===== src/rtl/seven_seg_capture.sv =====
// Display monitor for the multiplexed, active-low seven-segment bus.
// Recovers four BCD digits and flags ghosting and malformed patterns.
module seven_seg_capture #(
    parameter int SETTLE_CYCLES = 4
) (
    input  logic       clk_100mhz,
    input  logic       rst_n,
    input  logic       CA,
    input  logic       CB,
    input  logic       CC,
    input  logic       CD,
    input  logic       CE,
    input  logic       CF,
    input  logic       CG,
    input  logic       AN0,
    input  logic       AN1,
    input  logic       AN2,
    input  logic       AN3,
    output logic [3:0] digit0,
    output logic [3:0] digit1,
    output logic [3:0] digit2,
    output logic [3:0] digit3,
    output logic [3:0] digit_valid,
    output logic       frame_valid,
    output logic       seg_error,
    output logic       ghost_error
);

    typedef enum logic [1:0] {
        IDLE,
        SETTLE,
        HOLD
    } state_t;

    localparam logic [7:0] SETTLE_LIM = 8'(SETTLE_CYCLES);

    state_t state, state_d;

    logic [6:0] seg_q;
    logic [3:0] an_q;
    logic [3:0] act;
    logic [2:0] n_act;
    logic       none_act;
    logic       one_act;
    logic       multi_act;
    logic [1:0] cur_idx;

    logic [1:0] lat_idx;
    logic [6:0] lat_seg;
    logic [7:0] cnt;
    logic [7:0] cnt_d;
    logic       load;
    logic       inc;
    logic       capture;

    logic [3:0][3:0] dig;
    logic [3:0]      mask;
    logic [3:0]      cap_bit;
    logic            multi_q;
    logic            dec_ok;
    logic [3:0]      dec_code;

    // Bus sampled once; every decision below uses this copy only.
    always_ff @(posedge clk_100mhz) begin
        if (!rst_n) begin
            seg_q <= '1;
            an_q  <= '1;
        end else begin
            seg_q <= {CG, CF, CE, CD, CC, CB, CA};
            an_q  <= {AN3, AN2, AN1, AN0};
        end
    end

    assign act       = ~an_q;
    assign n_act     = 3'(act[0]) + 3'(act[1]) + 3'(act[2]) + 3'(act[3]);
    assign none_act  = (n_act == 3'd0);
    assign one_act   = (n_act == 3'd1);
    assign multi_act = !none_act && !one_act;

    always_comb begin
        cur_idx = 2'd0;
        case (1'b1)
            act[0]:  cur_idx = 2'd0;
            act[1]:  cur_idx = 2'd1;
            act[2]:  cur_idx = 2'd2;
            act[3]:  cur_idx = 2'd3;
            default: cur_idx = 2'd0;
        endcase
    end

    always_comb begin
        dec_ok   = 1'b1;
        dec_code = 4'hF;
        case (seg_q)
            7'b1000000: dec_code = 4'd0;
            7'b1111001: dec_code = 4'd1;
            7'b0100100: dec_code = 4'd2;
            7'b0110000: dec_code = 4'd3;
            7'b0011001: dec_code = 4'd4;
            7'b0010010: dec_code = 4'd5;
            7'b0000010: dec_code = 4'd6;
            7'b1111000: dec_code = 4'd7;
            7'b0000000: dec_code = 4'd8;
            7'b0010000: dec_code = 4'd9;
            7'b1111111: dec_code = 4'hF;
            default:    dec_ok   = 1'b0;
        endcase
    end

    always_ff @(posedge clk_100mhz) begin
        if (!rst_n) state <= IDLE;
        else        state <= state_d;
    end

    always_comb begin
        state_d = state;
        load    = 1'b0;
        inc     = 1'b0;
        capture = 1'b0;
        cnt_d   = cnt;
        case (state)
            IDLE: begin
                if (one_act) load = 1'b1;
            end
            SETTLE: begin
                if (one_act && cur_idx == lat_idx && seg_q == lat_seg)
                    inc = 1'b1;
                else if (one_act)
                    load = 1'b1;
                else
                    state_d = IDLE;
            end
            HOLD: begin
                if (one_act && cur_idx == lat_idx)
                    state_d = HOLD;
                else if (one_act)
                    load = 1'b1;
                else
                    state_d = IDLE;
            end
            default: state_d = IDLE;
        endcase
        if (load) begin
            cnt_d   = 8'd1;
            state_d = SETTLE;
        end
        if (inc) cnt_d = cnt + 8'd1;
        // A load can already satisfy a one-cycle settle requirement.
        if ((load || inc) && cnt_d == SETTLE_LIM) begin
            capture = 1'b1;
            state_d = HOLD;
        end
    end

    always_ff @(posedge clk_100mhz) begin
        if (!rst_n) begin
            cnt     <= '0;
            lat_idx <= '0;
            lat_seg <= '1;
        end else begin
            if (load || inc) cnt <= cnt_d;
            if (load) begin
                lat_idx <= cur_idx;
                lat_seg <= seg_q;
            end
        end
    end

    assign cap_bit = 4'b0001 << cur_idx;

    always_ff @(posedge clk_100mhz) begin
        if (!rst_n) begin
            dig         <= {4{4'hF}};
            digit_valid <= '0;
            mask        <= '0;
            frame_valid <= 1'b0;
            seg_error   <= 1'b0;
            ghost_error <= 1'b0;
            multi_q     <= 1'b0;
        end else begin
            frame_valid <= 1'b0;
            seg_error   <= 1'b0;
            multi_q     <= multi_act;
            ghost_error <= multi_act && !multi_q;
            if (capture) begin
                if (dec_ok) begin
                    dig[cur_idx]         <= dec_code;
                    digit_valid[cur_idx] <= 1'b1;
                    if ((mask | cap_bit) == 4'hF) begin
                        frame_valid <= 1'b1;
                        mask        <= '0;
                    end else begin
                        mask <= mask | cap_bit;
                    end
                end else begin
                    seg_error <= 1'b1;
                end
            end
        end
    end

    assign digit0 = dig[0];
    assign digit1 = dig[1];
    assign digit2 = dig[2];
    assign digit3 = dig[3];

endmodule

===== config.mk =====
export PLATFORM = sky130hd
export DESIGN_NAME = seven_seg_capture
export DESIGN_NICKNAME = d
export VERILOG_FILES = /design/src/rtl/seven_seg_capture.sv
export SDC_FILE = /design/constraint.sdc
export NUM_CORES = 1
export LEC_CHECK = 0
export ABC_AREA = 1
export BUFFER_PORTS_ARGS = -buffer_cell sky130_fd_sc_hd__buf_2
export CAP_MARGIN = 15
export CORE_ASPECT_RATIO = 1.4
export CORE_UTILIZATION = 55
export CTS_BUF_LIST = sky130_fd_sc_hd__clkbuf_16
export DETAILED_ROUTE_END_ITERATION = 8
export HOLD_SLACK_MARGIN = 0.12
export PLACE_DENSITY_LB_ADDON = 0.1
export SYNTH_ARGS = -nofsm -noshare
export SYNTH_HDL_FRONTEND = slang
export SYNTH_SLANG_ARGS = --single-unit

===== constraint.sdc =====
create_clock -name clk_100mhz -period 3.4 [get_ports clk_100mhz]
set_input_delay 0 -clock clk_100mhz [delete_from_list [all_inputs] [get_ports clk_100mhz]]
set_output_delay 0 -clock clk_100mhz [all_outputs]
set_load 0.05 [all_outputs]

== Word-level counts from Yosys, hierarchy flattened ==
Index checks and enable logic that the tools add are counted.
Widths: inputs -> output; s select.

* Bits in registers: 58
* Bits of input ports: 13
* Word-level logic and storage cells: 98
* Output and inout bits: 23

* Reductions and logical operators: 20
* Shift operators: 1
* Bitwise logic cells: 4
* Eq/ne operators: 21
* $lt $le $gt $ge: 2
* Multiplexer cells: 29
* Add/sub/neg operators: 4

{| class="wikitable"
|+ Operator list
! cell !! number
|-
| $pmux 4 s10 || 1
|-
| $eq 7x7->1 const B || 4
|-
| $eq 7x5->1 const B || 3
|-
| $mux 2 || 9
|-
| $bwmux 16 || 1
|-
| $mux 8 || 2
|-
| $eq 7x6->1 const B || 2
|-
| $reduce_or 11->1 || 1
|-
| $mux 1 || 10
|-
| $add 8x1->8 const B || 1
|-
| $demux 4 s2 || 1
|-
| $eq 8x3->1 const B || 1
|-
| $mux 4 || 2
|-
| $or 4x4->4 || 2
|-
| $reduce_and 2->1 || 4
|-
| $eq 7x2->1 const B || 1
|-
| $eq 7x7->1 || 1
|-
| $logic_not 7->1 || 1
|-
| $logic_and 1x1->1 || 6
|-
| $ne 3x3->1 const B || 2
|-
| $pmux 2 s3 || 1
|-
| $eq 4x4->1 const B || 1
|-
| $ne 4x4->1 const B || 1
|-
| $not 4->4 || 1
|-
| other kinds (20) || 22
|}

== Depth between registers and ports, before layout ==
* Depth after elaboration: 16
* Mapped depth: 21

== Least setup slack after synthesis ==
Ideal clock, no wire load.

* Path kind: register -> register
* Start point: register an_q[0]
* End point: register mask[0]
* Data required time: 3.284 ns
* Library setup time: 0.116 ns
* Cell stages (with the launch flop): 22
* Buffers on the path: 1
* Arrival: 2.817 ns
* Slack: 0.467 ns
* Cell sequence: dfxtp_1 -> fa_1 -> inv_1 -> ha_1 -> ha_1 -> inv_1 -> nand3_1 -> inv_1 -> nand3_4 -> nand2_1 -> nand2_2 -> nand2_4 -> nand2_2 -> nand2_1 -> nand2_1 -> nor2_1 -> nand2_1 -> nor2_4 -> buf_6 -> nand3b_1 -> nand2_1 -> nor2_1

* Longest elaborated chain between the ends: 15

{| class="wikitable"
|+ RTL lines
! what !! RTL line !! RTL
|-
| from (decl) || 40 || <nowiki>logic [3:0] an_q;</nowiki>
|-
| from (signal assigned) || 70 || <nowiki>an_q <= {AN3, AN2, AN1, AN0};</nowiki>
|-
| $not 4->4 * || 74 || <nowiki>assign act = ~an_q;</nowiki>
|-
| $add 1x1->2 || 75 || <nowiki>assign n_act = 3'(act[0]) + 3'(act[1]) + 3'(act[2]) + 3'(act[3]);</nowiki>
|-
| $add 2x1->3 || 75 ||
|-
| $add 3x1->3 || 75 ||
|-
| $eq 3x1->1 || 77 || <nowiki>assign one_act = (n_act == 3'd1);</nowiki>
|-
| $logic_and 1x1->1 || 126, 134 ||
|-
| $logic_and 1x1->1 || 126 || <nowiki>if (one_act && cur_idx == lat_idx && seg_q == lat_seg)</nowiki>
|-
| $mux 1 || 126 ||
|-
| $pmux 1 s3 || 121 || <nowiki>case (state)</nowiki>
|-
| $mux 8 || 143 || <nowiki>if (load) begin</nowiki>
|-
| $mux 8 || 147 || <nowiki>if (inc) cnt_d = cnt + 8'd1;</nowiki>
|-
| $eq 8x3->1 || 149 || <nowiki>if ((load || inc) && cnt_d == SETTLE_LIM) begin</nowiki>
|-
| $logic_and 1x1->1 || 149 ||
|-
| $mux 1 || 149 ||
|-
| $reduce_and 2->1 (no source line) || n/a ||
|-
| to (signal assigned) || 193 || <nowiki>mask <= mask | cap_bit;</nowiki>
|-
| to (decl) || 57 || <nowiki>logic [3:0] mask;</nowiki>
|}

Every way passes the cells marked *; elsewhere a longest branch is shown, timed or not.
A chain may end at the register's enable or synchronous reset.

== Worst setup path in the final report ==
* Start point: register an_q[0]
* End point: register mask[3]

The elaborated chain is that of the path after synthesis.

==> flow_summary_export.csv <==
group,metric,value,unit
final_layout,fillers,397,
sta,fin_ws,0.198,ns
grt,grt_pass1_vias,2413,
power_and_ir_drop,comb_power_share,25.6,%
synth,synth_area_leader_cell,"dfxtp_1",
synth,synth_area,2800,um2
cts,cts.clk_slew.worst_paths,0.05,ns
synth,ys_types,33,
floorplanning,die_w,62.3,um
hold_path,hp-class,"input port to register",
placed_design,port_buffers,35,
grt,grt_max_degree,30,
placed_design,place_ws,0.0619,ns
setup_path,cp_max_fo,6,
synth,ys_seq_elements,58,
synth,syn_area_per_cell,7.30,um2
grt,grt_pass1_wl,10.4,mm
power_and_ir_drop,p_sw_share,32.6,%
sta,clock_skew,0.00543,ns
floorplanning,die_height,86.4,um
sta,max_freq,312,MHz
drt,drt-initial-drc-count,164,
final_layout,num-nets-final,458,
cts,clock_latency,0.32,ns
power_and_ir_drop,pwr-share-clk,37.7,%
drt,vias,2664,
floorplanning,core.rowCount,30,
final_layout,area_growth,26.2,%
sta,fin_crit_sh,94.2,%
placed_design,hpwl,4.16,mm
drt,vias_per_cell,5.26,
synth,synth_edf_count,0,
sta,finalSetupViolCount,0,
cts,cts_sinks,58,
setup_path,cp_data_required_time,3.61,ns
drt,drc,0,
cts,cts_buffers,9,
final_layout,seqCellArea,1160,um2
drt,drtAntennaViolNets,0,
sta,tightestPinTransition,0.879,ns
power_and_ir_drop,ir_worst_vdd,391,uV
floorplanning,dieArea,5390,um2
cts,cts.path.max_buffers,2,
job,drv_cap,0,
cts,htree_levels,3,
sta,report.final.slew_viol_count,0,
power_and_ir_drop,power.internal,1.52,mW
final_layout,n_antenna_cell,0,
synth,syn-num-nets,405,
power_and_ir_drop,power_switching,0.734,mW
setup_path,cp.arrival,3.41,ns
synth,ys.flop_type,"dfxtp_1",
floorplanning,start_util,57.4,%
setup_path,crit_path_start_kind,"register",
grt,track_usage,24.6,%
grt,antenna_found_initial,0,
drt,first_pass_iters,5,
placed_design,placed_cell_area,3020,um2
sta,timing.slew.headroom,41.3,%
final_layout,drive_gt1_share,21.7,%
sta,layout_min_cycle_time,3.20,ns
power_and_ir_drop,power_density,637,nW/um2
final_layout,multi_input_area,1480,um2
synth,synthCells,384,
power_and_ir_drop,seq_power_share,36.7,%
drt,wl_per_cell,12.8,um
setup_path,worstSetupPathType,"register to register",
synth,synth_top_area_share,41.4,%
grt,grt_overflow,0,
synth,synth_area_leaders,"dfxtp_1 41%, nand2_1 12%, inv_1 6.6%",
floorplanning,io_pins,36,
sta,hold_viol,0,
final_layout,final_area,3530,um2
synth,async_flop_share,0,%
synth,yosysWarnings,0,
cts,cts_tree,"done",
final_layout,mostFrequentLayoutCell,"nand2_1",
drt,wl,6.46,mm
power_and_ir_drop,p_leak,1.72,nW
status,status,"completed",
setup_path,critPathCaptureType,"register",
synth,ys_seq_area_share,41.4,%
floorplanning,coreArea,4880,um2
power_and_ir_drop,total_power,2.25,mW
cts,cts_root_buffer,"clkbuf_16",
final_layout,mostFrequentLayoutCells,"87 x nand2_1, 57 x dfxtp_1, 48 x inv_1, 35 x buf_2, 30 x nand3_1",
placed_design,place_congestion,0.854,
==> cells in the mapped netlist (all sizes together), types with 5 or more instances <==
library cell and number:
nor2 37, xnor2 5, nor3 8, ha 7
nand2 93, clkbuf 9, inv 53, a21oi 17
o211ai 8, or2 11, nand4 23, nand3 37
dfxtp 58
==> layer usage <==
layer  global-route usage [%]  wire length [um]  share of wire [%]
met5                        0                 0                  0
met3                     6.05               218                3.4
met2                     45.1              3380                 52
met1                     27.0              2790                 43
met4                     10.4                71                1.1
==> power by group through the flow <==
stage,Combinational (mW),Sequential (mW),Clock (mW)
2_1_floorplan,0.415,0.824,0
3_3_place_gp,0.505,0.833,0
3_5_place_dp,0.512,0.837,0
4_1_cts,0.527,0.825,0.859
5_1_grt,0.649,0.836,0.896
6_report,0.577,0.826,0.850
==> cells by family after synthesis <==
| family | synth area share [%] |
|---|---|
| xor gates and xnor gates | 1.88 |
| adders and majority gates | 3.84 |
| DFF | 41.4 |
| AOI/OAI and AO/OA | 7.41 |
| and+or+nand+nor | 36.2 |
| buffers and inverters | 9.20 |
==> registers in the layout (all words and copies together), names as in the netlist <==
register / count
an_q: 4
digit2: 4
digit3: 4
lat_seg: 7
multi_q: 1
frame_valid: 1
seg_q: 7
mask: 4
ghost_error: 1
digit0: 4
lat_idx: 2
digit_valid: 4
cnt: 8
seg_error: 1
digit1: 4
state: 2
==> worst paths after layout <==
check	from	end	slack (ns)	depth (start not counted)
worst max-delay path	an_q[0]$_SDFF_PN1_	mask[3]$_SDFFE_PN0P_	0.20	20
worst min-delay path	rst_n	digit2[3]$_SDFFE_PN1P_	0.15	2
worst max register to register	an_q[0]$_SDFF_PN1_	mask[3]$_SDFFE_PN0P_	0.20	20
worst min register to register	multi_q$_SDFF_PN0_	ghost_error$_SDFF_PN0_	0.39	1
==> layout make-up <==
type,count,share of cell area [%]
Clock inverter,7,1.73
Sequential cell,58,32.9
Multi-Input combinational cell,264,41.8
Inverter,53,5.70
Timing Repair Buffer,51,9.24
Clock buffer,9,6.37
Tap cell,64,2.27
==> repair_timing <==
item | 4_1_cts | 5_1_grt
resized for setup | 0 | 22
hold buffers | 11 | 0
setup endpoints to repair | 0 | 26
setup buffers | 0 | 2
hold endpoints to repair | 11 | 0
==> per-stage QoR <==
step	util (%)	setup TNS [ns]	hold WS, ns	std cells
2_1_floorplan	-	0	0.107	384
3_3_place_gp	61.9	0	0.184	475
3_5_place_dp	61.9	0	0.188	475
4_1_cts	70.1	0	0.143	502
5_1_grt	72.4	-0.0175	0.167	506
6_report	72.4	0	0.146	506
==> worst max-delay path: stages (launching register included) <==
cell      delay, ns
dfxtp_2        0.34
fa_1           0.55
inv_1          0.04
ha_1           0.17
ha_1           0.30
inv_2          0.07
nand3_4        0.09
inv_2          0.08
nand3_4        0.10
nand2_1        0.09
nand2_2        0.09
nand2_4        0.12
nand2_2        0.06
nand2_1        0.07
nand2_1        0.06
nor2_2         0.10
nand2_2        0.11
nor2_4         0.26
nand3b_1       0.16
nand2_2        0.15
nor2_1         0.07
Note: power is estimated with default switching activity, not from simulation.
